**config.mk**
```make
export PLATFORM = sky130hd
export DESIGN_NAME = debouncer
export DESIGN_NICKNAME = d
export VERILOG_FILES = /design/src/rtl/debouncer.sv
export SDC_FILE = /design/constraint.sdc
export NUM_CORES = 1
export LEC_CHECK = 0
export ABC_AREA = 1
export CAP_MARGIN = 20
export CORE_MARGIN = 1.5
export CORE_UTILIZATION = 60
export DETAILED_ROUTE_END_ITERATION = 10
export PLACE_DENSITY = 0.76
export SYNTH_ARGS = -nofsm -noshare
export SYNTH_HDL_FRONTEND = slang
export SYNTH_SLANG_ARGS = --single-unit
```
**constraint.sdc**
```tcl
create_clock -name clk -period 4 [get_ports clk]
set_input_delay 0.6 -clock clk [delete_from_list [all_inputs] [get_ports clk]]
set_output_delay 0.6 -clock clk [all_outputs]
set_load 0.1 [all_outputs]
```
**src/rtl/debouncer.sv**
```systemverilog
// debouncer: filters an already-synchronized level for mechanical bounce and
// emits a clean registered level plus single-cycle press, release and
// long-press ticks. Everything lives in the clk domain.
module debouncer #(
   parameter int STABLE_CYCLES = 1_000_000,   // consecutive samples to accept a level, >= 2
   parameter int LONG_CYCLES   = 100_000_000  // cycles of db_out=1 before long press, >= 1
) (
   input  logic       clk,
   input  logic       rst,
   input  logic       sync_in,
   output logic       db_out,
   output logic       press_tick,
   output logic       release_tick,
   output logic       long_press_tick,
   output logic [1:0] dbg_state        // current FSM state, for observation only
);

   localparam int CNT_W  = $clog2(STABLE_CYCLES + 1);
   localparam int HOLD_W = $clog2(LONG_CYCLES + 1);

   localparam logic [CNT_W-1:0]  STAB_ZERO = CNT_W'(0);
   localparam logic [CNT_W-1:0]  STAB_ONE  = CNT_W'(1);
   localparam logic [CNT_W-1:0]  STAB_LAST = CNT_W'(STABLE_CYCLES - 1);
   localparam logic [HOLD_W-1:0] HOLD_ZERO = HOLD_W'(0);
   localparam logic [HOLD_W-1:0] HOLD_ONE  = HOLD_W'(1);
   localparam logic [HOLD_W-1:0] HOLD_MAX  = HOLD_W'(LONG_CYCLES);

   // db_out is 1 exactly in S_HIGH and S_WAIT_LOW
   typedef enum logic [1:0] {
      S_LOW       = 2'd0,
      S_WAIT_HIGH = 2'd1,
      S_HIGH      = 2'd2,
      S_WAIT_LOW  = 2'd3
   } state_t;

   state_t              r_state;
   logic [CNT_W-1:0]    r_stab_cnt;
   logic [HOLD_W-1:0]   r_hold_cnt;
   logic                r_fired;
   logic                r_db_out;
   logic                r_press_tick;
   logic                r_release_tick;
   logic                r_long_tick;

   state_t              w_state_nxt;
   logic [CNT_W-1:0]    w_stab_nxt;
   logic                w_press_nxt;
   logic                w_release_nxt;
   logic                w_db_nxt;
   logic [HOLD_W-1:0]   w_hold_nxt;
   logic [HOLD_W-1:0]   w_hold_inc;
   logic                w_fired_nxt;
   logic                w_long_nxt;

   // Next-state and stability counting: a new level is accepted on the edge
   // that samples its STABLE_CYCLES-th consecutive occurrence; any opposite
   // sample while waiting returns to the old stable state without a tick.
   always_comb begin
      w_state_nxt   = r_state;
      w_stab_nxt    = r_stab_cnt;
      w_press_nxt   = 1'b0;
      w_release_nxt = 1'b0;
      case (r_state)
         S_LOW: begin
            if (sync_in) begin
               w_state_nxt = S_WAIT_HIGH;
               w_stab_nxt  = STAB_ONE;
            end else begin
               w_stab_nxt  = STAB_ZERO;
            end
         end
         S_WAIT_HIGH: begin
            if (!sync_in) begin
               w_state_nxt = S_LOW;
               w_stab_nxt  = STAB_ZERO;
            end else if (r_stab_cnt == STAB_LAST) begin
               w_state_nxt = S_HIGH;
               w_stab_nxt  = STAB_ZERO;
               w_press_nxt = 1'b1;
            end else begin
               w_stab_nxt  = r_stab_cnt + STAB_ONE;
            end
         end
         S_HIGH: begin
            if (!sync_in) begin
               w_state_nxt = S_WAIT_LOW;
               w_stab_nxt  = STAB_ONE;
            end
         end
         S_WAIT_LOW: begin
            if (sync_in) begin
               w_state_nxt = S_HIGH;
               w_stab_nxt  = STAB_ZERO;
            end else if (r_stab_cnt == STAB_LAST) begin
               w_state_nxt   = S_LOW;
               w_stab_nxt    = STAB_ZERO;
               w_release_nxt = 1'b1;
            end else begin
               w_stab_nxt    = r_stab_cnt + STAB_ONE;
            end
         end
         default: begin
            w_state_nxt = S_LOW;
            w_stab_nxt  = STAB_ZERO;
         end
      endcase
      w_db_nxt = (w_state_nxt == S_HIGH) || (w_state_nxt == S_WAIT_LOW);
   end

   // Hold counting: cleared on press and on release, otherwise counts while
   // db_out is high and saturates; the long tick fires once when the count
   // reaches LONG_CYCLES. Release wins, so long and release never coincide.
   always_comb begin
      w_hold_nxt  = r_hold_cnt;
      w_fired_nxt = r_fired;
      w_long_nxt  = 1'b0;
      w_hold_inc  = r_hold_cnt + HOLD_ONE;
      if (w_release_nxt) begin
         w_hold_nxt  = HOLD_ZERO;
         w_fired_nxt = 1'b0;
      end else if (w_press_nxt) begin
         w_hold_nxt  = HOLD_ZERO;
      end else if (r_db_out && (r_hold_cnt != HOLD_MAX)) begin
         w_hold_nxt = w_hold_inc;
         if ((w_hold_inc == HOLD_MAX) && !r_fired) begin
            w_long_nxt  = 1'b1;
            w_fired_nxt = 1'b1;
         end
      end
   end

   // State, counters and registered outputs; reset overrides everything.
   always_ff @(posedge clk) begin
      if (rst) begin
         r_state        <= S_LOW;
         r_stab_cnt     <= STAB_ZERO;
         r_hold_cnt     <= HOLD_ZERO;
         r_fired        <= 1'b0;
         r_db_out       <= 1'b0;
         r_press_tick   <= 1'b0;
         r_release_tick <= 1'b0;
         r_long_tick    <= 1'b0;
      end else begin
         r_state        <= w_state_nxt;
         r_stab_cnt     <= w_stab_nxt;
         r_hold_cnt     <= w_hold_nxt;
         r_fired        <= w_fired_nxt;
         r_db_out       <= w_db_nxt;
         r_press_tick   <= w_press_nxt;
         r_release_tick <= w_release_nxt;
         r_long_tick    <= w_long_nxt;
      end
   end

   assign db_out          = r_db_out;
   assign press_tick      = r_press_tick;
   assign release_tick    = r_release_tick;
   assign long_press_tick = r_long_tick;
   assign dbg_state       = r_state;

endmodule
```
## Yosys cells after proc, flatten, opt, wreduce, memory -nomap -nowiden

Index checks and enable logic that the tools add are counted.

| word-level totals | value |
|---|---|
| input bits | 3 |
| logic and storage cells | 49 |
| flip-flop bits (word level) | 54 |
| output and inout bits | 6 |

| cells by class | value |
|---|---|
| reductions and logical operators | 9 |
| equal/unequal tests | 9 |
| bitwise gates (word level) | 2 |
| muxes and demuxes | 19 |
| $add $sub $neg | 2 |

Operators with widths:

| operator | count |
|---|---|
| 20-bit 2-to-1 mux | 4 |
| 20-bit one-hot mux with 4 select lines | 1 |
| 27-bit by 1-bit adder with 27-bit output, second input constant | 1 |
| 27-bit == test, second input constant | 1 |
| 27-bit != test, second input constant | 1 |
| 20-bit by 1-bit adder with 20-bit output, second input constant | 1 |
| 20-bit == test, second input constant | 1 |
| 2-bit 2-to-1 mux | 6 |
| 2-bit == test, second input constant | 4 |
| 2-bit one-hot mux with 4 select lines | 1 |
| 1-bit 2-to-1 mux | 7 |
| 4-bit OR reduction | 1 |
| 3-bit AND reduction | 1 |
| 3-bit OR reduction | 1 |
| 2-bit by 1-bit == test with 1-bit output, second input constant | 1 |
| 1-bit logical AND | 2 |
| 2-bit zero test | 1 |
| 2-bit != test, second input constant | 1 |
| 1-bit inverter | 2 |
| 2-bit OR reduction | 1 |
| 1-bit zero test | 1 |
| 1-bit logical OR | 1 |

## Depth between registers and ports, before layout

Gate-level depths: netlist of the first run.

| logic depth | value |
|---|---|
| word-level depth | 6 |
| depth in mapped cells | 13 |
| gate-level depth less buffers | 13 |

## Least setup slack after synthesis of the first run

No wires, ideal clock.

| timing | value |
|---|---|
| path kind | register -> register |
| start point | register r_state[1], in the netlist dbg_state[1] |
| end point | register r_stab_cnt[14] |
| library setup time | 70 ps |
| arrival | 2,098 ps |
| stages on the path, launching flop included | 10 |
| path slack | 1,833 ps |
| required time | 3,930 ps |
| buffers on the path | 1 |
| period minus slack after synthesis | 2,167 ps |
| cell sequence | dfxtp_1 -> inv_1 -> nor2_1 -> nor2_1 -> nor2_1 -> nand2_1 -> inv_1 -> buf_2 -> o21ai_0 -> a21oi_1 |

| between the ends | value |
|---|---|
| longest elaborated chain between the ends | 2 |
| elaborated cells on any way between the ends | 6 |
| those cells by class | 4 x eq/ne; 1 x mux; 1 x reduce/logical |

Ends and longest elaborated chain:

| what | line | source |
|---|---|---|
| start, declared | 36 | `state_t r_state;` |
| start signal, assigned | 144 | `r_state <= w_state_nxt;` |
| 2-bit == test, or another cell as far along | 63 | `case (r_state)` |
| 20-bit one-hot mux with 4 select lines or 2-bit != test (tied branches) | -- |  |
| end signal, assigned | 145 | `r_stab_cnt <= w_stab_nxt;` |
| end, declared | 37 | `logic [CNT_W-1:0] r_stab_cnt;` |

Parallel ways exist; a longest one is shown, timed or not.
A chain may end at the register's enable or synchronous reset.

## Worst setup path in the final report of the first run

| timing | value |
|---|---|
| start point | register r_state[0], in the netlist dbg_state[0] |
| end point | output dbg_state[0] |

RTL lines:

| what | line | source |
|---|---|---|
| end, declared | 15 | `output logic [1:0] dbg_state` |

No word-level cell between the ends.

==> flow_summary_export.csv, run 1 <==
group,metric,value,unit
placement,portBuffers,8,
placement,gp_congestion,0.932,
routing,post-route-drc-count,0,
setup_path,rrSetupSlack,1.81,ns
routing,routed_wire_length_per_instance,12.3,µm
routing,ant_nets,0,
timing,setup_violations,0,
setup_path,slowest_stage,"clkdlybuf4s50_1",
timing,hold_viol_final,0,
clock_network,insertion_delay,0.32,ns
cells_and_area,multiInputGateArea,2010,µm²
cells_and_area,layout_common_cells,"nand2_1 (187), nor2_1 (71), inv_1 (60)",
logic_synthesis,ys_types,31,
floorplan,dieHeight,78.2,µm
global_route,grt_overflow,0,
global_route,grt_usage,27.9,%
setup_path,crit_required,3.40,ns
setup_path,r2r_cells,10,
logic_synthesis,syn_avg_cell_area,6.10,µm²
cells_and_area,drive_above_1_share,7.99,%
placement,place_ws,1.52,ns
logic_synthesis,syn_area,3390,µm²
setup_path,cp_top_family,"buffers and inverters",
global_route,first_global_vias,3196,
global_route,grt_max_degree,31,
setup_path,crit_arrival,1.96,ns
floorplan,die_area,6110,µm²
placement,dpl_cell_area,3520,µm²
timing,final.setup.tns,0,ns
routing,wl,7.83,mm
timing,min_period_over_period,64.0,%
clock_network,h-tree-depth,2,
outcome,status,"finished clean",
floorplan,fp.dieW,78.2,µm
cells_and_area,syn2layout_area_growth,6.42,%
floorplan,initial_utilization,61.9,%
timing,post-route-min-period,2.56,ns
timing,final.setup_skew,0.0100,ns
setup_path,setup.worst_path.end,"dbg_state[0]",
global_route,antenna_found_initial,0,
routing,avgViaCountPerCell,5.36,
setup_path,cp-startpoint,"dbg_state[0]",
cells_and_area,finalNetCount,568,
logic_synthesis,syn_inst,556,
hold_path,hold_path_class,"reg -> reg",
logic_synthesis,ys_seq_area_share,31.9,%
power,cellPowerDensity,246,nW/µm²
routing,first_pass_iters,6,
floorplan,top_level_ports,9,
clock_network,cts_buffers,5,
cells_and_area,num_antenna_cells,0,
setup_path,crit_cells,1,
setup_path,end_kind,"output port",
clock_network,ctsHoldBuffers,0,
clock_network,post_cts.repair.setup_buffers,0,
placement,dp_hpwl,5.89,mm
setup_path,critPathKind,"reg -> out",
global_route,grt_pass1_wl,13.8,mm
clock_network,cts-root-buf,"clkbuf_8",
setup_path,slowest_delay,1.18,ns
timing,setup_slack,1.44,ns
setup_path,r2r_end,"r_hold_cnt[24]",
clock_network,clkTransAtPathRegs,0.10,ns
cells_and_area,mostFrequentLayoutCell,"nand2_1",
floorplan,rows,27,
cells_and_area,seqCellArea,1080,µm²
cells_and_area,fill_cells,542,
cells_and_area,final_area,3610,µm²
routing,vias,3401,
run,max_cap_violations,0,
cells_and_area,fin_util,65.9,%
routing,drt-initial-drc-count,152,
timing,maxSlewHeadroom,35.0,%
floorplan,core,5470,µm²
setup_path,worstPathMaxFanout,7,
timing,fmax,0.391,GHz
setup_path,crit_path_start_kind,"flop",
logic_synthesis,ys_ff_latch,54,
clock_network,max-clock-path-buffers,2,
setup_path,rr_startpoint,"r_stab_cnt[0]",
timing,slew_viol_final,0,
clock_network,cts_tree,"built",
setup_path,crit_buf_inv,1,
clock_network,cts_sinks,54,
timing,worstMarginPinSlew,0.971,ns
clock_network,cts_resized,0,
logic_synthesis,yosys_warnings,0,
setup_path,cp_cell_sequence,"clkdlybuf4s50_1",
power,power_leakage,0.00127,µW
timing,rsz0062_at_grt,"false",
power,vdd_drop_max,0.176,mV
logic_synthesis,syn-num-nets,562,
[worst min path at each step]
| stage | startpoint | to | cells past startpoint |
|---|---|---|---|
| after floorplan | r_fired | r_fired | 2 |
| after global placement | r_fired | r_fired | 2 |
| after detailed placement | r_fired | r_fired | 2 |
| after CTS | r_fired | r_fired | 2 |
| after global routing | r_stab_cnt[18] | r_stab_cnt[18] | 2 |
| final | r_fired | r_fired | 2 |
[routing by layer]
layer  track usage (%)  vias up  part of all wire (%)
met1              32.0     1541                    43
met3              4.30       15                   3.7
li1                  -     1786                     -
met2              52.3       59                    51
met4              9.29        0                   1.8
met5                 0        -                     0
[where the power goes]
group / internal [µW] / total [µW] / switching, µW / leakage (µW)
Sequential: 538 / 541 / 2.15 / 0.000435
Combinational: 7.56 / 28.7 / 21.2 / 0.000789
Clock: 124 / 316 / 192 / 0.0000483
[flip-flops by register name, indices dropped and copies added, names as in the netlist]
register / flops
r_hold_cnt: 27
r_stab_cnt: 20
dbg_state: 2
db_out: 1
long_press_tick: 1
press_tick: 1
r_fired: 1
release_tick: 1
[synth_stat cells]
library cell | number | area, µm²
clkbuf_1 | 4 | 15.0
nor3b_1 | 3 | 22.5
xor2_1 | 4 | 35.0
buf_6 | 2 | 22.5
dfxtp_1 | 54 | 1080
and2_1 | 1 | 6.26
a21oi_1 | 44 | 220
xnor2_1 | 1 | 8.76
o21bai_1 | 1 | 7.51
o21ai_1 | 1 | 5.00
nand2_2 | 6 | 37.5
nor3_4 | 1 | 16.3
buf_2 | 6 | 30.0
nor2_1 | 71 | 267
nor2_2 | 9 | 56.3
a31oi_1 | 2 | 12.5
nand4_1 | 13 | 81.3
nor2_4 | 8 | 90.1
nor3_2 | 1 | 10.0
nand2_1 | 187 | 702
o21ai_0 | 23 | 115
inv_1 | 60 | 225
o211ai_1 | 1 | 7.51
ha_1 | 3 | 37.5
nor3_1 | 7 | 35.0
inv_2 | 4 | 15.0
a32oi_1 | 1 | 8.76
nand3_2 | 1 | 10.0
nand2_4 | 3 | 33.8
nand3_1 | 32 | 160
a211oi_1 | 2 | 15.0
[through the flow]
stage	total power, µW	instances	hold WS, ns
finish	886	635	0.456
detailed placement	582	627	0.443
global placement	581	627	0.447
global route	914	635	0.502
floorplan	575	556	0.426
CTS	890	635	0.458
[logic make-up (layout without fill, tap and decap cells)]
group	Yosys count	after routing	synth area share, %
AOI/OAI and AO/OA	75	75	11.6
xor gates and xnor gates	5	5	1.29
adders and majority gates	3	3	1.11
buffers and inverters	76	83	9.08
DFF	54	54	31.9
and+or+nand+nor	343	343	45.1
[final cells by class]
| class | instances | area share (%) |
|---|---|---|
| multi-input combinational | 426 | 55.6 |
| sequential | 54 | 30.0 |
| inverter | 64 | 6.66 |
| timing repair buffer | 11 | 2.84 |
| tap | 72 | 2.50 |
| clock buffer | 5 | 1.91 |
| clock inverter | 3 | 0.520 |
(Power assumes the default switching activity.)
==> inputs of run 2 (changes only) <==
==> constraint.sdc (replaced) <==
create_clock -name clk -period 2.4 [get_ports clk]
set_input_delay 0.36 -clock clk [delete_from_list [all_inputs] [get_ports clk]]
set_output_delay 0.36 -clock clk [all_outputs]
set_load 0.1 [all_outputs]
==> run 2 against run 1 <==
Against the previous run: clock power rose by 80%; cell area rose by 0.55%; largest cell class unchanged; core utilization rose by 0.37 points; via count fell by 0.32%; global-route usage rose by 0.20 points; clock-buffer cell count rose by 1; cell count rose by 0.47%.
==> flow_summary_export.csv, run 2 (synthesis gave the netlist of run 1 again) <==
group,metric,value,unit
cells_and_area,mostFrequentLayoutCell,"nand2_1",
hold_path,hold_path_class,"reg -> reg",
timing,hold_viol_final,0,
setup_path,cp_cell_sequence,"ha_1 > nand2_1 > nor2_2 > nand2_1 > nor2_4 > nand4_1 > nand2_1 > inv_2 > nand2_4 > buf_4 > a21oi_1",
routing,wl,8.06,mm
timing,worstMarginPinSlew,0.483,ns
timing,final.setup.tns,0,ns
clock_network,clkTransAtPathRegs,0.10,ns
clock_network,insertion_delay,0.32,ns
power,power_leakage,0.00130,µW
setup_path,slowest_stage,"dfxtp_1",
power,p_comb_share,3.3,%
cells_and_area,top_register,"r_hold_cnt",
global_route,grt_max_degree,31,
cells_and_area,fill_cells,530,
run,max_cap_violations,0,
cells_and_area,largest_register_ffs,27,
clock_network,post_cts.repair.setup_buffers,0,
clock_network,cts_resized,0,
routing,avgViaCountPerCell,5.31,
power,cellPowerDensity,419,nW/µm²
cells_and_area,fin_util,66.3,%
timing,slew_viol_final,0,
setup_path,crit_path_start_kind,"flop",
placement,gp_congestion,0.885,
routing,routed_wire_length_per_instance,12.6,µm
global_route,grt_overflow,0,
floorplan,top_level_ports,9,
routing,first_pass_iters,6,
power,internal-power,1150,µW
clock_network,max-clock-path-buffers,2,
routing,ant_nets,0,
global_route,grt_usage,28.1,%
power,p_seq_share,59.3,%
cells_and_area,seqCellArea,1080,µm²
power,vdd_drop_max,0.263,mV
power,switchingPower,369,µW
clock_network,ctsHoldBuffers,0,
power,finalPower,1520,µW
timing,rsz0062_at_grt,"false",
setup_path,critPathKind,"reg -> reg",
power,sw_frac_of_total,24.3,%
outcome,status,"finished clean",
routing,vias,3390,
timing,maxSlewHeadroom,67.8,%
global_route,antenna_found_initial,0,
cells_and_area,syn2layout_area_growth,7.01,%
setup_path,crit_arrival,2.33,ns
placement,portBuffers,8,
floorplan,core,5470,µm²
timing,fmax,0.475,GHz
setup_path,worstPathMaxFanout,16,
cells_and_area,num_antenna_cells,0,
cells_and_area,multiInputGateArea,2010,µm²
timing,setup_violations,0,
placement,dp_hpwl,6.01,mm
setup_path,slowest_delay,0.47,ns
timing,post-route-min-period,2.11,ns
routing,post-route-drc-count,0,
timing,final.setup_skew,0.00635,ns
setup_path,crit_top_cell,"nand2_1",
cells_and_area,drive_above_1_share,9.54,%
clock_network,cts_sinks,54,
cells_and_area,layout_common_cells,"nand2_1 (187), nor2_1 (71), inv_1 (60)",
cells_and_area,finalNetCount,571,
power,p_clk_share,37.4,%
floorplan,initial_utilization,61.9,%
clock_network,cts-root-buf,"clkbuf_8",
setup_path,crit_required,2.62,ns
clock_network,cts_buffers,5,
clock_network,cts_tree,"built",
timing,min_period_over_period,87.8,%
floorplan,fp.dieW,78.2,µm
routing,drt-initial-drc-count,226,
floorplan,dieHeight,78.2,µm
clock_network,h-tree-depth,2,
global_route,first_global_vias,3155,
timing,holdWs,0.476,ns
floorplan,die_area,6110,µm²
setup_path,end_kind,"flop",
global_route,grt_pass1_wl,13.8,mm
floorplan,rows,27,
-- run 2: cell count changes in the layout (fill, tap and decap cells not counted) --
cell / delta
buf_4: +9
clkbuf_8: +1
inv_6: -1
clkinv_2: -2
clkdlybuf4s50_1: -6
clkinv_4: +2
-- run 2: path summary, 6_finish.rpt --
check	startpoint	to	slack, ns	depth (start not counted)
hold reg to reg	r_fired	r_fired	0.48	2
hold / removal	r_fired	r_fired	0.48	2
setup reg to reg	r_stab_cnt[0]	r_hold_cnt[3]	0.29	11
setup / recovery	r_stab_cnt[0]	r_hold_cnt[3]	0.29	11
-- run 2: area by class of cell --
| class | instances | area share [%] |
|---|---|---|
| Clock inverter | 2 | 0.483 |
| Inverter | 64 | 6.62 |
| Multi-Input combinational cell | 426 | 55.3 |
| Tap cell | 72 | 2.48 |
| Clock buffer | 6 | 2.28 |
| Timing Repair Buffer | 14 | 3.04 |
| Sequential cell | 54 | 29.8 |
-- run 2: per-stage QoR --
| step | setup slack, ns | cell area [µm²] | std cells |
|---|---|---|---|
| finish | 0.293 | 3630 | 638 |
| global route | 0.112 | 3630 | 638 |
| CTS | 0.319 | 3630 | 638 |
| detailed placement | 0.145 | 3530 | 630 |
| global placement | 0.248 | 3530 | 630 |
| floorplan | 0.233 | 3390 | 556 |
-- run 2: power groups by stage --
| stage | combinational [µW] | clock (µW) | sequential, µW |
|---|---|---|---|
| after CTS | 49.9 | 571 | 901 |
| after global routing | 55.2 | 610 | 902 |
| after global placement | 49.2 | 0 | 922 |
| final | 50.0 | 569 | 901 |
| after floorplan | 30.1 | 0 | 927 |
| after detailed placement | 50.0 | 0 | 922 |
-- run 2: worst max-delay path: cells and delay by family, from the launching register on --
| family | cells | cell delay, ns |
|---|---|---|
| adder cells (fa/ha/maj) | 1 | 0.21 |
| flip-flops | 1 | 0.47 |
| buffers and inverters | 2 | 0.27 |
| AND/OR/NAND/NOR | 7 | 0.99 |
| AO/OA/AOI/OAI | 1 | 0.05 |
-- run 2: routing by layer --
layer	part of all wire, %	vias to the layer above	wire length, µm	GRT usage [%]
met1	44	1510	3510	33.3
met4	0.97	0	78	6.43
li1	-	1780	-	-
met2	51	92	4100	52.1
met5	0	-	0	0
met3	4.5	8	363	5.35
